`src/rtl/alu_writeback_stage.sv`:
```
// alu_writeback_stage
// Execute-to-writeback stage behind the 32-bit ALU. ALU results are captured
// with their destination tag into a 2-entry in-order buffer and drained to a
// shared register-file write port that may stall. Retirement updates the
// architectural Z/N/V flags, a sticky overflow flag and a retire counter.
//
// Ports:
//   clk, rst          rising-edge clock, synchronous active-high reset
//   in_*              ALU result handshake (in_valid/in_ready) and payload
//   rf_we/waddr/wdata register-file write request from the head entry
//   rf_ready          register file accepts the write this cycle
//   flag_z/n/v        architectural flags, flag_v_sticky sticky overflow
//   clr_sticky        clears the sticky overflow (a same-cycle set wins)
//   q_rd / q_hit      RAW hazard lookup against buffered entries
//   retire_cnt        wrapping count of retired results
module alu_writeback_stage #(
  parameter int DATA_W     = 32,
  parameter int REG_ADDR_W = 5,
  parameter int CNT_W      = 16
) (
  input  logic                  clk,
  input  logic                  rst,
  input  logic                  in_valid,
  output logic                  in_ready,
  input  logic [DATA_W-1:0]     in_data,
  input  logic                  in_zero,
  input  logic                  in_neg,
  input  logic                  in_ovf,
  input  logic [REG_ADDR_W-1:0] in_rd,
  input  logic                  in_wen,
  input  logic                  in_setf,
  output logic                  rf_we,
  output logic [REG_ADDR_W-1:0] rf_waddr,
  output logic [DATA_W-1:0]     rf_wdata,
  input  logic                  rf_ready,
  output logic                  flag_z,
  output logic                  flag_n,
  output logic                  flag_v,
  output logic                  flag_v_sticky,
  input  logic                  clr_sticky,
  input  logic [REG_ADDR_W-1:0] q_rd,
  output logic                  q_hit,
  output logic [CNT_W-1:0]      retire_cnt
);

  typedef struct packed {
    logic [DATA_W-1:0]     data;
    logic                  zero;
    logic                  neg;
    logic                  ovf;
    logic [REG_ADDR_W-1:0] rd;
    logic                  wen;
    logic                  setf;
  } entry_t;

  typedef enum logic [1:0] {EMPTY, ONE, FULL} state_t;

  state_t           state_reg, state_next;
  entry_t           fifo_reg [2];
  logic             head_reg, tail_reg;
  entry_t           head;
  logic             head_valid;
  logic             accept, retire;
  logic             z_reg, n_reg, v_reg, sticky_reg;
  logic [CNT_W-1:0] cnt_reg;
  logic [1:0]       slot_hit;

  assign head       = fifo_reg[head_reg];
  assign head_valid = (state_reg != EMPTY);
  assign accept     = in_valid && in_ready;
  // Non-writing entries and r0 targets never need the port, so they drain
  // even while the register file is stalled.
  assign retire     = head_valid && (rf_ready || !rf_we);

  // State register
  always_ff @(posedge clk) begin
    if (rst) state_reg <= EMPTY;
    else     state_reg <= state_next;
  end

  // Next-state logic on occupancy
  always_comb begin
    state_next = state_reg;
    unique case (state_reg)
      EMPTY: if (accept) state_next = ONE;
      ONE: begin
        if (accept && !retire)      state_next = FULL;
        else if (retire && !accept) state_next = EMPTY;
      end
      FULL:    if (retire) state_next = ONE;
      default: state_next = EMPTY;
    endcase
  end

  // Outputs: in_ready depends only on registered state, never on rf_ready.
  always_comb begin
    in_ready = (state_reg != FULL);
    rf_we    = head_valid && head.wen && (head.rd != '0);
    rf_waddr = head_valid ? head.rd   : '0;
    rf_wdata = head_valid ? head.data : '0;
  end

  // Payload storage; no reset needed because validity comes from the state.
  always_ff @(posedge clk) begin
    if (accept) fifo_reg[tail_reg] <= '{in_data, in_zero, in_neg, in_ovf, in_rd, in_wen, in_setf};
  end

  always_ff @(posedge clk) begin
    if (rst) begin
      head_reg <= 1'b0;
      tail_reg <= 1'b0;
    end else begin
      if (accept) tail_reg <= ~tail_reg;
      if (retire) head_reg <= ~head_reg;
    end
  end

  // Architectural flags, sticky overflow and retire counter
  always_ff @(posedge clk) begin
    if (rst) begin
      z_reg      <= 1'b0;
      n_reg      <= 1'b0;
      v_reg      <= 1'b0;
      sticky_reg <= 1'b0;
      cnt_reg    <= '0;
    end else begin
      if (retire && head.setf) begin
        z_reg <= head.zero;
        n_reg <= head.neg;
        v_reg <= head.ovf;
      end
      // A retiring overflow takes priority over a same-cycle clear.
      if (retire && head.setf && head.ovf) sticky_reg <= 1'b1;
      else if (clr_sticky)                 sticky_reg <= 1'b0;
      if (retire) cnt_reg <= cnt_reg + {{(CNT_W-1){1'b0}}, 1'b1};
    end
  end

  assign flag_z        = z_reg;
  assign flag_n        = n_reg;
  assign flag_v        = v_reg;
  assign flag_v_sticky = sticky_reg;
  assign retire_cnt    = cnt_reg;

  // Hazard lookup: slot gi holds a live entry when the buffer is full, or
  // when it holds one entry and gi is the head slot.
  generate
    for (genvar gi = 0; gi < 2; gi++) begin : g_hit
      logic slot_valid;
      assign slot_valid = (state_reg == FULL) ||
                          ((state_reg == ONE) && (head_reg == 1'(gi)));
      assign slot_hit[gi] = slot_valid && fifo_reg[gi].wen &&
                            (fifo_reg[gi].rd == q_rd) && (q_rd != '0);
    end
  endgenerate

  assign q_hit = |slot_hit;

endmodule
```
`config.mk`:
```
export PLATFORM = sky130hd
export DESIGN_NAME = alu_writeback_stage
export DESIGN_NICKNAME = d
export VERILOG_FILES = /design/src/rtl/alu_writeback_stage.sv
export SDC_FILE = /design/constraint.sdc
export NUM_CORES = 1
export LEC_CHECK = 0
export CORE_MARGIN = 2
export CORE_UTILIZATION = 45
export DETAILED_ROUTE_END_ITERATION = 6
export PLACE_DENSITY = 0.74
export SYNTH_ARGS = -nofsm -noshare
export SYNTH_HDL_FRONTEND = slang
export SYNTH_SLANG_ARGS = --single-unit
```
`constraint.sdc`:
```
create_clock -name clk -period 4 [get_ports clk]
set_input_delay 0.8 -clock clk [delete_from_list [all_inputs] [get_ports clk]]
set_output_delay 0.8 -clock clk [all_outputs]
set_load 0.05 [all_outputs]
```
# Yosys cells after proc, flatten, opt, wreduce, memory -nomap -nowiden

Memory sizes are Yosys's and may differ from the RTL's. A register that Yosys moved wholly into a read port is not among the register bits.
Index checks and enable logic that the tools add are counted.

Memories: 1
Bits of input ports: 52
Word-level logic and storage cells: 62
Memory bits (writable): 84
Register bits: 24
Output and inout port bits: 60

Memory list:

| name     | words | bits a word | rd ports | clocked after memory_dff | write ports | line | source |
|---|---|---|---|---|---|---|---|
| fifo_reg | 2     | 42          | 3        | 1                        | 1           | 59   | `entry_t fifo_reg [2];` |

Eq/ne operators: 8
Muxes and demuxes: 13
Bitwise operators: 2
$add $sub $neg: 1
Reduce and logical (&&, ||, !) cells: 29

Operators by type and width:

| kind                  | number |
|---|---|
| $mux 32               | 1 |
| $add 16x1->16 const B | 1 |
| $logic_and 1x1->1     | 16 |
| $eq 5x5->1            | 2 |
| $reduce_bool 5->1     | 2 |
| $mux 2                | 4 |
| $mux 1                | 6 |
| $ne 2x2->1 const B    | 3 |
| $pmux 2 s3            | 1 |
| $mux 5                | 1 |
| $reduce_bool 2->1     | 2 |
| $logic_not 1->1       | 3 |
| $logic_or 1x1->1      | 3 |
| $ne 3x3->1 const B    | 1 |
| $reduce_and 3->1      | 1 |
| $eq 2x1->1 const B    | 1 |
| $eq 2x2->1 const B    | 1 |
| $logic_not 2->1       | 1 |
| $not 1->1             | 2 |
| $reduce_or 2->1       | 1 |

# Longest topological paths before layout

Depth after elaboration: 10
Gate-level depth with buffers: 12
Depth with buffers taken out: 9

# Worst setup path before layout

No wires, ideal clock.

Kind: reg2reg
Start: register state_reg[0]
End: memory fifo_reg[0][0] (netlist bit) (enable)
Required time: 3.558 ns
Clock period less this slack: 3.341 ns
Path buffers: 0
Setup slack: 0.659 ns
Arrival: 2.899 ns
Stages on the path, launching flop included: 4
Setup time: 0.442 ns
Cell sequence: dfxtp_1 nand2b_1 nand2_1 nor2_1

Word-level cells in the longest chain between the ends: 4

RTL lines:

| element                      | line | source |
|---|---|---|
| start: declaration           | 58   | `state_t state_reg, state_next;` |
| start signal: assignment     | 78   | `else state_reg <= state_next;` |
| $ne 2x2->1                   | 97   | `in_ready = (state_reg != FULL);` |
| via in_ready                 | 24   | `output logic in_ready,` |
| $logic_and 1x1->1            | 70   | `assign accept = in_valid && in_ready;` |
| $mux 1                       | 105  | `if (accept) fifo_reg[tail_reg] <= '{in_data, in_zero, in_neg, in_ovf, in_rd, in_wen, in_setf};` |
| $mux 1 (not written as such) | 105  |  |
| end: declaration             | 59   |  |

The timed path passes the listed nets, and every way through them passes these cells.

# Final worst setup path

Start: input port q_rd[4]
End: output port q_hit

Word-level cells in the longest chain between the ends: 4
Elaborated cells between the ends (all ways): 8
Classes of those cells: eq/ne: 2; reduce/logical: 6

RTL lines:

| element             | line | source |
|---|---|---|
| start: declaration  | 41   | `input logic [REG_ADDR_W-1:0] q_rd,` |
| $eq 5x5->1          | 153  | `(fifo_reg[gi].rd == q_rd) && (q_rd != '0);` |
| $logic_and 1x1->1   | 152  | `assign slot_hit[gi] = slot_valid && fifo_reg[gi].wen &&` |
| $logic_and 1x1->1   | 153  |  |
| $reduce_or 2->1 (*) | 157  | `assign q_hit = \|slot_hit;` |
| end: declaration    | 42   | `output logic q_hit,` |

Mark *: on every way between the ends. The rest lies on a longest branch, timed or not.

==> summary.md <==
| Metric | Value |
|---|---|
| Status | `finished clean` |
| Post-route worst setup slack | `about 0.34 ns` |
| FFs w/ async S/R, synth | `0%` |
| Max-cap violation count | `0` |
| Buffers inserted during post-CTS setup optimization | `0` |
| Clk network pwr share | `25.4%` |
| Number of slew-limit violations in the final report | `0` |
| Required time at the worst-slack endpoint | `about 3.2 ns` |
| Remaining DRCs | `0` |
| Leakage power of the design | `a little over 2 nW` |
| Total net switching power | `0.733 mW` |
| Nature of the critical path startpoint | `input port` |
| Total area of multi-input combinational cells | `around 0.0014 mm²` |
| Total number of clock tree sinks | `109` |
| Average wire per standard cell | `between 15 and 20 µm` |
| Clock Root Buffer | `sky130_fd_sc_hd__clkbuf_8` |
| Transition at the pin with the smallest max-transition slack | `1.00 ns` |
| Largest net degree at the start of global routing | `43` |
| Max IR drop VDD | `0.224 mV` |
| Final period utilization | `91.4%` |
| Worst Reg2Reg Path Length in Cells | `7` |
| Syn Nets | `400` |
| Sequential group share of total power | `a little over half` |
| Leading cell types by total area after synthesis | `sky130_fd_sc_hd__edfxtp_1 (55%), sky130_fd_sc_hd__dfxtp_1 (11%), sky130_fd_sc_hd__mux2i_1 (8.8%)` |
| Flip-flop count of the largest register, all copies and words added | `84` |
| Number of vias after detailed routing | `3,066` |
| Yosys reg bits | `109` |
| Post-layout nets | `~510` |
| Instance area at placement | `approximately 0.0058 mm²` |
| Setup Viol. Count Final | `0` |
| Overall die area | `between 0.01 and 0.015 mm²` |
| Number of warnings issued by yosys | `0` |
| Top achievable clock speed | `around 270 MHz` |
| Ys flop type | `sky130_fd_sc_hd__edfxtp_1` |
| H-tree depth | `3` |
| Clock buffers created by TritonCTS | `9` |
| EDFF count, synth | `84` |
| WHS Path Cells | `2` |
| Width of the die | `about 100 µm` |
| Initial Utilization | `46.5%` |
| Worst-case setup slack after placement | `approximately 0.34 ns` |
| Flip-flop and latch area | `0.00302 mm²` |
| Post-Synthesis Mean Instance Area | `13.1 µm²` |
| Part of the power in combinational logic | `20.4%` |
| Setup Skew | `0.0172 ns` |
| CTS clock-pin slew for the worst setup and hold paths | `0.10 ns` |
| Aggregate negative setup slack | `0 ns` |
| Cell accounting for the most synthesized area | `sky130_fd_sc_hd__edfxtp_1` |
| Number of top-level design ports | `between 100 and 150` |
| Residual overflow from global routing | `0` |
| Number of nets with antenna violations after detailed routing | `0` |
| Placeable core region | `0.00977 mm²` |
| Global-route wire length before repair | `14.9 mm` |
| Crit path arrival time | `2.86 ns` |
| Ratio of cells with drive above 1 in the final layout | `8.21%` |
| # port buffers | `111` |
| Gate Count Post-Synth | `between 300 and 400` |
| Worst Hold End | `flag_v_sticky` |
| Row count | `36` |
| Area share of the leading cell type in the synthesized netlist | `55.5%` |
| Diode insertion count for antenna repair | `0` |
| Sequential cell area fraction in the yosys report | `66.5%` |
| Number of fill cells in the layout | `798` |
| Post-DP HPWL | `roughly 6.5 mm` |
| Routed vias/inst | `5.14` |
| Final cell area excluding filler cells | `0.00600 mm²` |
| Antenna violations before repair | `0` |
| Start point of the worst hold path | `flag_v_sticky` |
| Minimum period implied by the final worst setup slack | `3.66 ns` |
| DRC violation total after the first TritonRoute iteration | `109` |
| Share of the core filled with cells in the final layout | `61.4%` |
| Sw Ratio | `~30%` |
| Final count of hold timing violations | `0` |
| Total GRT Usage | `17.0%` |
| Endpoint type of the worst setup path | `output pin` |
| Wirelength, routed | `9.30 mm` |
| Endpoint of the lowest-slack register-to-register path | `state_reg[1]` |
| Cell area after technology mapping | `roughly 0.0045 mm²` |
| Max-slew headroom at the worst pin | `33.0%` |
| FF-to-FF setup slack | `1.58 ns` |
| Highest fanout seen on the critical path | `3` |
| Type of the tightest min-delay check | `reg2reg` |
| Total power per unit cell area | `409 mW/mm²` |
| Vias in the first global route | `3,132` |
| Unique cell type count in the Yosys netlist | `between 40 and 50` |
| Die outline height | `105 µm` |
| Internal power | `1.72 mW` |
| Clock latency at the later pin of the worst-skew pair | `0.36 ns` |
| Number of iterations in the first detailed-routing pass | `6` |
| TritonCTS clock tree | `yes` |
| Setup repair after global routing missed its margin | `false` |
| Largest buffer count on any clock path | `2` |
| Synthesis-to-layout area growth | `32.0%` |
| Hold-fix buffers at CTS | `0` |
| Number of gates resized after CTS | `0` |
| Routability Congestion | `0.824` |
| Category of the critical setup timing path | `in2out` |
-- logic make-up (layout without fill, tap and decap cells) --
group / Yosys count / in the layout / share of synthesized area, %
compound gates: 39 / 39 / 5.78
xor+xnor: 10 / 10 / 1.93
fa+ha+maj: 2 / 2 / 0.550
buf+inv: 24 / 141 / 2.39
flops: 109 / 109 / 66.5
mux: 45 / 45 / 10.1
simple gates: 117 / 117 / 12.8
-- layout make-up --
type | instances | area share (%)
sequential | 109 | 50.4
multi-input combinational | 213 | 23.9
timing repair buffer | 115 | 19.2
tap | 133 | 2.77
clock buffer | 9 | 2.06
clock inverter | 7 | 1.02
inverter | 10 | 0.667
-- worst max-delay path: stages --
cell and delay [ns]:
sky130_fd_sc_hd__clkdlybuf4s50_1 0.47, sky130_fd_sc_hd__xor2_1 0.17, sky130_fd_sc_hd__nor4_1 0.30, sky130_fd_sc_hd__nand4_1 0.13, sky130_fd_sc_hd__a22oi_1 0.16, sky130_fd_sc_hd__clkdlybuf4s50_1 0.83
-- placed cells by master (no fill, tap or decap), types with 3 or more instances in the layout --
cell type	Yosys	final
sky130_fd_sc_hd__nor2b_1	4	4
sky130_fd_sc_hd__edfxtp_1	84	84
sky130_fd_sc_hd__dfxtp_1	25	24
sky130_fd_sc_hd__clkdlybuf4s50_1	0	111
sky130_fd_sc_hd__nand2_1	13	13
sky130_fd_sc_hd__mux2i_1	40	40
sky130_fd_sc_hd__inv_1	9	9
sky130_fd_sc_hd__o31ai_1	5	5
sky130_fd_sc_hd__nor4_1	5	5
sky130_fd_sc_hd__or3_1	3	3
sky130_fd_sc_hd__nand2b_1	3	3
sky130_fd_sc_hd__a21oi_1	14	14
sky130_fd_sc_hd__or4_1	6	6
sky130_fd_sc_hd__nor2_1	57	55
sky130_fd_sc_hd__xor2_1	8	8
sky130_fd_sc_hd__nand3_1	5	5
sky130_fd_sc_hd__o21ai_0	8	8
sky130_fd_sc_hd__nand4_1	7	7
sky130_fd_sc_hd__clkbuf_8	0	9
sky130_fd_sc_hd__buf_4	0	3
sky130_fd_sc_hd__nor3_1	3	3
sky130_fd_sc_hd__mux2_2	4	4
-- stage by stage --
stage	hold slack [ns]	power (mW)	instances
after CTS	0.466	2.49	596
after global placement	0.437	1.85	580
after global routing	0.502	2.56	596
after floorplan	0.464	1.67	346
final	0.455	2.46	596
after detailed placement	0.449	1.86	580
-- how the worst max path moves through the flow --
stage          depth (start not counted)             end          from
3_3_place_gp                           6           q_hit       q_rd[4]
3_5_place_dp                           6           q_hit       q_rd[4]
4_1_cts                                6           q_hit       q_rd[4]
2_1_floorplan                          3  fifo_reg[0][0]  state_reg[0]
6_report                               6           q_hit       q_rd[4]
5_1_grt                                6           q_hit       q_rd[4]
-- layer usage --
metal  wire length [µm]  track usage (%)  up-vias
met3                600             5.05        9
met1               4030             21.3     1446
met4                 79             4.15        0
met2               4600             29.1      102
li1                   -                -     1509
met5                  0                0        -
-- cells in the mapped netlist, types with 4 or more instances --
cell and number:
sky130_fd_sc_hd__edfxtp_1 84, sky130_fd_sc_hd__nor2_1 57, sky130_fd_sc_hd__mux2i_1 40, sky130_fd_sc_hd__dfxtp_1 25, sky130_fd_sc_hd__a21oi_1 14, sky130_fd_sc_hd__nand2_1 13
sky130_fd_sc_hd__clkbuf_1 11, sky130_fd_sc_hd__inv_1 9, sky130_fd_sc_hd__o21ai_0 8, sky130_fd_sc_hd__xor2_1 8, sky130_fd_sc_hd__nand4_1 7, sky130_fd_sc_hd__or4_1 6
sky130_fd_sc_hd__nand3_1 5, sky130_fd_sc_hd__nor4_1 5, sky130_fd_sc_hd__o31ai_1 5, sky130_fd_sc_hd__mux2_2 4, sky130_fd_sc_hd__nor2b_1 4
-- power groups by stage --
stage / Clock, mW / Combinational [mW] / Sequential, mW
6_report: 0.625 / 0.502 / 1.33
3_5_place_dp: 0 / 0.504 / 1.36
3_3_place_gp: 0 / 0.498 / 1.35
2_1_floorplan: 0 / 0.310 / 1.36
4_1_cts: 0.646 / 0.507 / 1.33
5_1_grt: 0.691 / 0.532 / 1.34
Note: power is estimated with default switching activity, not from simulation.
